File: config.mk
export PLATFORM = sky130hd
export DESIGN_NAME = msg_scan_driver
export DESIGN_NICKNAME = d
export VERILOG_FILES = /design/src/rtl/msg_scan_driver.sv
export SDC_FILE = /design/constraint.sdc
export NUM_CORES = 1
export LEC_CHECK = 0
export CAP_MARGIN = 20
export CORE_MARGIN = 2
export CORE_UTILIZATION = 56
export CTS_BUF_LIST = sky130_fd_sc_hd__clkbuf_4 sky130_fd_sc_hd__clkbuf_8
export DETAILED_ROUTE_END_ITERATION = 12
export PLACE_DENSITY = 0.82
export SLEW_MARGIN = 0
export SYNTH_ARGS = -nofsm -noshare
export SYNTH_HDL_FRONTEND = slang
export SYNTH_SLANG_ARGS = --single-unit
File: constraint.sdc
create_clock -name clk -period 2.01 [get_ports clk]
set_input_delay 0.201 -clock clk [delete_from_list [all_inputs] [get_ports clk]]
set_output_delay 0.201 -clock clk [all_outputs]
set_load 0.005 [all_outputs]
File: src/rtl/msg_scan_driver.sv
// msg_scan_driver: multiplexed digit scanner that shows one of eight built-in messages.
// Blinking is compiled in only when MSG_SCAN_BLINK_EN is defined; otherwise blink_on is ignored.
module msg_scan_driver #(
  parameter int NDIGITS      = 4,
  parameter int CHAR_W       = 4,
  parameter int SCAN_DIV     = 1000,
  parameter int BLINK_FRAMES = 64
) (
  input  logic               clk,
  input  logic               rst_n,
  input  logic [2:0]         msg_sel,
  input  logic               msg_load,
  input  logic               blank,
  input  logic               blink_on,
  output logic [NDIGITS-1:0] digit_en,
  output logic [CHAR_W-1:0]  char_code,
  output logic               frame_tick
);

  localparam int PRE_W = $clog2(SCAN_DIV);
  localparam int IDX_W = (NDIGITS > 1) ? $clog2(NDIGITS) : 1;
  localparam logic [CHAR_W-1:0] BL       = '1;
  localparam logic [PRE_W-1:0]  PRE_LAST = PRE_W'(SCAN_DIV - 1);
  localparam logic [IDX_W-1:0]  IDX_LAST = IDX_W'(NDIGITS - 1);

  typedef logic [CHAR_W-1:0] code_t;

  logic [PRE_W-1:0]    pre;
  logic [IDX_W-1:0]    idx;
  logic [4*CHAR_W-1:0] msg;
  logic                pre_tc;
  logic                disp_on;
  code_t               cur_code;

  function automatic code_t gl(input logic [3:0] g);
    return code_t'(g);
  endfunction

  // packed as {digit3, digit2, digit1, digit0}
  function automatic logic [4*CHAR_W-1:0] lookup(input logic [2:0] sel);
    logic [4*CHAR_W-1:0] r;
    case (sel)
      3'd1:    r = {gl(4'h8), gl(4'h0), gl(4'hA), gl(4'h3)};
      3'd2:    r = {BL,       gl(4'h0), gl(4'h2), gl(4'h2)};
      3'd3:    r = {BL,       gl(4'h8), gl(4'h9), gl(4'h1)};
      3'd4:    r = {BL,       gl(4'h4), gl(4'h5), gl(4'h9)};
      3'd5:    r = {BL,       gl(4'h2), gl(4'hC), gl(4'hA)};
      default: r = {4{BL}};
    endcase
    return r;
  endfunction

  assign pre_tc     = (pre == PRE_LAST);
  assign frame_tick = pre_tc && (idx == IDX_LAST);

  always_ff @(posedge clk or negedge rst_n) begin
    if (!rst_n) begin
      pre <= '0;
      idx <= '0;
    end else begin
      pre <= pre_tc ? '0 : pre + PRE_W'(1);
      if (pre_tc) idx <= (idx == IDX_LAST) ? '0 : idx + IDX_W'(1);
    end
  end

  // loads never touch the scan counters, so the display keeps its cadence
  always_ff @(posedge clk or negedge rst_n) begin
    if (!rst_n)        msg <= {4{BL}};
    else if (msg_load) msg <= lookup(msg_sel);
  end

`ifdef MSG_SCAN_BLINK_EN
  localparam int FC_W = (BLINK_FRAMES > 1) ? $clog2(BLINK_FRAMES) : 1;
  localparam logic [FC_W-1:0] FC_LAST = FC_W'(BLINK_FRAMES - 1);

  logic [FC_W-1:0] fcnt;
  logic            phase;

  always_ff @(posedge clk or negedge rst_n) begin
    if (!rst_n) begin
      fcnt  <= '0;
      phase <= 1'b1;
    end else if (!blink_on) begin
      fcnt  <= '0;
      phase <= 1'b1;
    end else if (frame_tick) begin
      if (fcnt == FC_LAST) begin
        fcnt  <= '0;
        phase <= ~phase;
      end else begin
        fcnt <= fcnt + FC_W'(1);
      end
    end
  end

  // blink_on low gates the display back on without waiting for the phase register
  assign disp_on = ~blank & (~blink_on | phase);
`else
  logic unused_blink;
  assign unused_blink = blink_on & (BLINK_FRAMES > 0);
  assign disp_on      = ~blank;
`endif

  // positions at or above 4 have no table entry and stay blank
  always_comb begin
    cur_code = BL;
    for (int i = 0; i < 4; i++) begin
      if (int'(idx) == i) cur_code = msg[i*CHAR_W +: CHAR_W];
    end
  end

  assign digit_en  = disp_on ? (NDIGITS'(1) << idx) : '0;
  assign char_code = disp_on ? cur_code : BL;

endmodule

Word level (Yosys, flattened, before mapping):

Index checks and enable logic that the tools add are counted.
Widths: inputs -> output; s select.

* flip-flop bits (word level): 28
* output and inout bits: 9
* word-level logic and storage cells: 27
* bits of input ports: 8

* multiplexer cells: 9
* shifts and indexed selects: 1
* equal/unequal tests: 10
* add/sub/neg operators: 2
* reductions and logical operators: 2

Operator list (count)
* $pmux 15 s5: 1
* $mux 4: 6
* $add 10x1->10 const B: 1
* $eq 10x10->1 const B: 1
* $mux 10: 1
* $eq 2x2->1 const B: 3
* $eq 3x2->1 const B: 2
* $eq 3x3->1 const B: 2
* $shl 1x2->4 const A: 1
* $eq 3x1->1 const B: 1
* $add 2x1->2 const B: 1
* $eq 2x1->1 const B: 1
* $logic_not 2->1: 1
* $mux 2: 1
* $logic_and 1x1->1: 1

Depth between registers and ports, before layout:

Gate-level depths: netlist of the first run.

* depth after elaboration: 6
* depth in mapped cells: 7
* depth with buffers taken out: 6

Worst setup path after synthesis of the first run:

Ideal clock, no wire load.

* path type: reg2out
* from: register idx[1]
* to: output char_code[1]
* stages on the path, launching flop included: 8
* arrival: 1.340 ns
* path slack: 0.469 ns
* required time: 1.809 ns
* buffers on the path: 1
* cell sequence: dfrtp_1 > inv_1 > ha_1 > clkbuf_1 > nor2_1 > a221oi_1 > a211oi_1 > o21bai_1

* cells in the longest elaborated chain, start to end: 6
* elaborated cells on any way between the ends: 9
* classes of those cells: 3 x eq/ne; 5 x mux; 1 x reduce/logical

RTL lines
* from (decl): RTL line 29 `logic [IDX_W-1:0] idx;`
* from (signal assigned): RTL line 62 `if (pre_tc) idx <= (idx == IDX_LAST) ? '0 : idx + IDX_W'(1);`
* $logic_not 2->1: RTL line 108 `if (int'(idx) == i) cur_code = msg[i*CHAR_W +: CHAR_W];`
* $mux 4 (3 in series): RTL line 108
* $mux 4 *: RTL line 108
* $mux 4 *: RTL line 113 `assign char_code = disp_on ? cur_code : BL;`
* to (decl): RTL line 16 `output logic [CHAR_W-1:0] char_code,`

Every way passes the cells marked *; elsewhere a longest branch is shown, timed or not.

Final worst setup path of the first run:

* from: register idx[0]
* to: output char_code[2]

The elaborated chain is that of the path after synthesis.

==> results of run 1 <==
## where the power goes
part           switching [W]  internal, W
sequential         0.0000151     0.000502
clock               0.000137    0.0000743
combinational      0.0000673    0.0000521
## metrics by stage
stage / setup WS [ns] / util [%] / area, µm²
finish: -0.0769 / 77.8 / 1710
global route: -0.122 / 77.8 / 1710
CTS: -0.0604 / 74.4 / 1630
detailed placement: -0.0367 / 67.9 / 1490
global placement: 0.0161 / 67.9 / 1490
floorplan: 0.469 / - / 1290
## worst min-delay path by stage
stage,endpoint,start,cells past startpoint
2_1_floorplan,idx[0],rst_n,0
3_3_place_gp,pre[0],pre[0],1
3_5_place_dp,msg[0],msg[0],2
4_1_cts,pre[0],rst_n,2
5_1_grt,pre[0],rst_n,2
6_report,pre[8],rst_n,2
## worst max-delay path: stages, from the launching register on
cell and delay, ns:
dfrtp_2 0.48, ha_4 0.20, buf_4 0.16, nor2_2 0.14
a221oi_4 0.08, a211oi_2 0.24, o21bai_1 0.14, buf_2 0.14
## routing by layer
metal	wire, µm	vias to the layer above	GRT usage (%)
met4	84	0	7.89
met1	1420	548	32.2
met5	0	-	0
met3	125	10	3.45
li1	-	552	-
met2	1630	33	39.5
## final cells by class
| cell class | count | area [µm²] | area share, % |
|---|---|---|---|
| Sequential cell | 23 | 591 | 34.6 |
| Tap cell | 28 | 35.0 | 2.05 |
| Clock inverter | 1 | 5.00 | 0.293 |
| Inverter | 10 | 37.5 | 2.20 |
| Multi-Input combinational cell | 103 | 767 | 45.0 |
| Timing Repair Buffer | 30 | 248 | 14.5 |
| Clock buffer | 3 | 22.5 | 1.32 |
## sequential cells by signal, summed over array words and instances (netlist names)
name,cells
idx,2
msg,11
pre,10
## cell usage after synthesis, types with 4 or more instances
cell type,count,area share (%)
nand2_1,7,2.0
xnor2_1,4,2.7
o21bai_1,4,2.3
dfrtp_1,12,23
nor2b_1,6,2.9
ha_1,5,4.8
a21oi_1,11,4.3
clkbuf_1,6,1.7
inv_1,10,2.9
nor2_1,21,6.1
nand3_1,7,2.7
o21ai_0,9,3.5
dfstp_2,11,22
## cell families after synthesis
logic type / Yosys count
AO/OA/AOI/OAI: 37
multiplexers: 1
adder cells (fa/ha/maj): 5
flip-flops: 23
AND/OR/NAND/NOR: 54
buffers and inverters: 16
XOR/XNOR: 6
## repair_timing
action,CTS,global route
setup buffers,6,6
setup endpoints to repair,7,6
pin swaps,2,7
resized for setup,26,16
==> flow_metrics.tcl, run 1 <==
set metrics [dict create \
    layout_setup_ws_ns -0.0769 \
    routed_wl_mm 3.26 \
    seq_area_frac_synth_pct 45.5 \
    finalCritPeriodShare_pct 104 \
    grt-ovfl-total 0 \
    grt_pass1_vias 1026 \
    regToRegEndpoint "idx[1]" \
    r2r-start "pre[1]" \
    peakVddDrop_mv 0.401 \
    r2r_slack_ns 0.42 \
    yosys.area_share.simple_pct 21.9 \
    port_buffers 15 \
    start_kind "register" \
    tightest_slew_ns 0.647 \
    ant_nets 0 \
    gp_congestion 0.797 \
    power.leakage_nw 0.726 \
    start_util_pct 59.1 \
    drt-initial-drc-count 30 \
    synthXorXnorAreaFrac_pct 4.06 \
    drive_gt1_share_pct 33.5 \
    fp-row-count 17 \
    path_clk_slew_ns 0.13 \
    critPathArrivalTime_ns 1.89 \
    synth_area_um2 1290 \
    failed_checks "setup timing" \
    layout_common_cells "nor2_1 (19), buf_4 (13), a21oi_1 (11), dfrtp_1 (11), dfstp_2 (11)" \
    synth_edf_count 0 \
    routedWlPerCell_um 16.5 \
    drv_slew 0 \
    final_common_cell "nor2_1" \
    clock_latency_ns 0.31 \
    synth_top_family_by_area "simple AND/OR/NAND/NOR gates" \
    outcome "finished with violations" \
    setup_violations 2 \
    synthMuxAreaShare_pct 1.16 \
    finClkSkew_ns 0.00108 \
    powerDensity_nw_per_um2 497 \
    final_hold_viol_count 0 \
    fmax_ghz 0.479 \
    critical_path.endpoint_type "output pin" \
    cts-root-buf "clkbuf_4" \
    cts_tree "built" \
    synth-seq-cells 23 \
    core_um2 2190 \
    finalNetCount 184 \
    dp_hpwl_mm 1.76 \
    yosysWarnings 0 \
    crit_type "reg2out" \
    die-area_um2 2710 \
    syn_nets 155 \
    ios 17 \
    grt_pass1_wl_mm 4.75 \
    die_w_um 52.1 \
    synth_compound_area_share_pct 17.9 \
    synth_cells 142 \
    cts_sinks 23 \
    holdWs_ns 0.221 \
    finalNonFillerCells 198 \
    drtPass1Iterations 4 \
    period_minus_slack_ns 2.09 \
    finalSetupTns_ns -0.130 \
    htreeDepth 1 \
    cts_buffer_depth 2 \
    endpoint "char_code[2]" \
    holdCritPathClass "in2async" \
    slew_headroom_pct 56.8 \
    synth_ff_type "dfrtp_1" \
    numCtsBuffers 3 \
    die_y_um 52.1 \
    synthToLayoutAreaGrowth_pct 31.7 \
    vias 1143 \
    rsz0062_at_grt "true" \
    diodes 0 \
    required_ns 1.81 \
    cp-startpoint "idx[0]" \
    cap_violations 0 \
    syn_avg_cell_area_um2 9.12 \
    total_power_w 0.000848 \
    fillCellCount 140 \
    synthAdderAreaFrac_pct 4.83 \
    grt_max_degree 24 \
    crit_fanout 4 \
    synth.distinct_cells 31 \
    grtUsageTotal_pct 23.9 \
    dp.cells 183 \
    viasPerCell 5.77 \
    cts_hold_buf 0 \
    r2r_cells 6 \
    antenna_found_initial 0 \
    drc 0 \
    async_flop_share_pct 100 \
]
No activity file was read; power rests on OpenSTA's default activity.
==> run 2, diff against run 1 <==
CORE_UTILIZATION = 44   (was 56)
PLACE_DENSITY = 0.67   (was 0.82)
==> run 2 against run 1 <==
Effect of this change: clock power is 6% higher; clock skew is 0.0047 ns higher; global-route usage is 5.7 points lower; the run still ends with setup timing left; utilization is 18 points lower; sequential share of layout area is 0.70 points higher; register-to-register slack better by 0.03 ns; wire length is 16% lower.
==> flow_metrics.tcl, run 2 (synthesis gave the netlist of run 1 again) <==
set metrics [dict create \
    top_register "msg" \
    drt-initial-drc-count 25 \
    period_minus_slack_ns 2.07 \
    slowest_delay_ns 0.43 \
    critPathArrivalTime_ns 1.87 \
    holdWs_ns 0.234 \
    drc 0 \
    switching_share_pct 26.3 \
    failed_checks "setup timing" \
    p_switching_w 0.000223 \
    cap_violations 0 \
    synthToLayoutAreaGrowth_pct 28.8 \
    layout_common_cells "nor2_1 (21), dfrtp_1 (12), a21oi_1 (11), dfstp_2 (11), buf_4 (10)" \
    slew_headroom_pct 76.7 \
    drv_slew 0 \
    gp_congestion 0.804 \
    required_ns 1.81 \
    total_power_w 0.000850 \
    numCtsBuffers 3 \
    dp.cells 188 \
    dp_hpwl_mm 1.86 \
    drtPass1Iterations 4 \
    cts_hold_buf 0 \
    cp_common_cell "buf_6" \
    vias 1086 \
    pre_cts_ws_ns -0.0407 \
    ant_nets 0 \
    fmax_ghz 0.483 \
    die_w_um 58.3 \
    final_common_cell "nor2_1" \
    antenna_found_initial 0 \
    holdCritPathClass "in2async" \
    setup_violations 3 \
    die-area_um2 3390 \
    layout_setup_ws_ns -0.0589 \
    grt_pass1_vias 1034 \
    ios 17 \
    final_hold_viol_count 0 \
    fp-row-count 19 \
    grtUsageTotal_pct 18.3 \
    finalNetCount 181 \
    top_regs "msg x11, pre x10, idx x2" \
    cts_sinks 23 \
    path_cells "buf_6 -> ha_4 -> buf_6 -> nor2_1 -> a221oi_4 -> a211oi_2 -> o21bai_1 -> buf_2" \
    outcome "finished with violations" \
    grt_max_degree 24 \
    grt_pass1_wl_mm 4.71 \
    r2r_slack_ns 0.45 \
    die_y_um 58.3 \
    path_clk_slew_ns 0.14 \
    diodes 0 \
    htreeDepth 1 \
    clkPwrFrac_pct 26.2 \
    routed_wl_mm 2.74 \
    cpMaxStageDelayCell "dfrtp_1" \
    clock_latency_ns 0.31 \
    finClkSkew_ns 0.00579 \
    seqPwrFrac_pct 60.6 \
    crit_fanout 5 \
    tightest_slew_ns 0.349 \
    pwr-share-comb_pct 13.2 \
    rsz0062_at_grt "true" \
    crit_type "reg2out" \
    routedWlPerCell_um 13.9 \
    viasPerCell 5.48 \
    port_buffers 15 \
    cts_buffer_depth 2 \
    start_kind "register" \
    powerDensity_nw_per_um2 510 \
    finalNonFillerCells 198 \
    grt-ovfl-total 0 \
    drive_gt1_share_pct 28.1 \
    finalCritPeriodShare_pct 103 \
    cts-root-buf "clkbuf_4" \
    critical_path.endpoint_type "output pin" \
    cts_tree "built" \
    intPower_w 0.000627 \
    largest_reg_flops 11 \
    core_um2 2780 \
    power.leakage_nw 0.714 \
    peakVddDrop_mv 0.470 \
    start_util_pct 46.6 \
]
==> run 2: through the flow <==
stage	setup TNS [ns]	area, µm²	util, %
floorplan	0	1290	-
global placement	0	1510	54.2
detailed placement	-0.102	1510	54.2
CTS	-0.296	1620	58.2
global route	-0.548	1670	60.0
finish	-0.0912	1670	60.0
==> run 2: path summary, 6_finish.rpt <==
kind	start	to	depth (start not counted)
setup / recovery	idx[0]	char_code[2]	8
hold / removal	rst_n	pre[5]	2
setup reg to reg	pre[0]	idx[1]	6
hold reg to reg	msg[1]	msg[1]	2
max in group asynchronous	rst_n	msg[1]	2
min in group clk	msg[1]	msg[1]	2
==> run 2: layer usage <==
layer	GRT usage (%)	share of wire [%]	wire, µm	vias up
met5	0	0	0	-
met3	2.01	2.4	67	2
li1	-	-	-	545
met1	26.1	51	1390	528
met2	29.1	46	1260	11
met4	5.98	0.69	19	0
==> run 2: worst max-delay path: cells and delay by family, from the launching register on <==
| family | cells | cell delay, ns |
|---|---|---|
| buf+inv | 3 | 0.40 |
| compound gates | 3 | 0.39 |
| fa+ha+maj | 1 | 0.17 |
| simple gates | 1 | 0.17 |
| flops | 1 | 0.43 |
==> run 2: layout make-up <==
| type | instances | area (µm²) |
|---|---|---|
| clock inverters | 1 | 5.00 |
| multi-input cells | 103 | 736 |
| clock buffers | 3 | 22.5 |
| inverters | 10 | 37.5 |
| repair buffers | 27 | 239 |
| fillers | 258 | 1110 |
| well taps | 31 | 38.8 |
| flip-flops and latches | 23 | 589 |
==> run 2: what timing repair did <==
action / in CTS / in global routing
resized for setup: 17 / 14
setup endpoints to repair: 7 / 8
setup buffers: 6 / 0
pin swaps: 1 / 3
==> run 2: power groups by stage <==
stage	sequential, W	combinational (W)	clock, W
finish	0.000515	0.000112	0.000223
global route	0.000519	0.000127	0.000250
CTS	0.000515	0.000109	0.000227
detailed placement	0.000523	0.000108	0
global placement	0.000522	0.000106	0
floorplan	0.000517	0.0000590	0
==> run 3, diff against run 2 <==
GPL_ROUTABILITY_DRIVEN = 0   (was default)
==> results of run 3 <==
No change in the layout: final DEF, timing and power equal those of run 2.
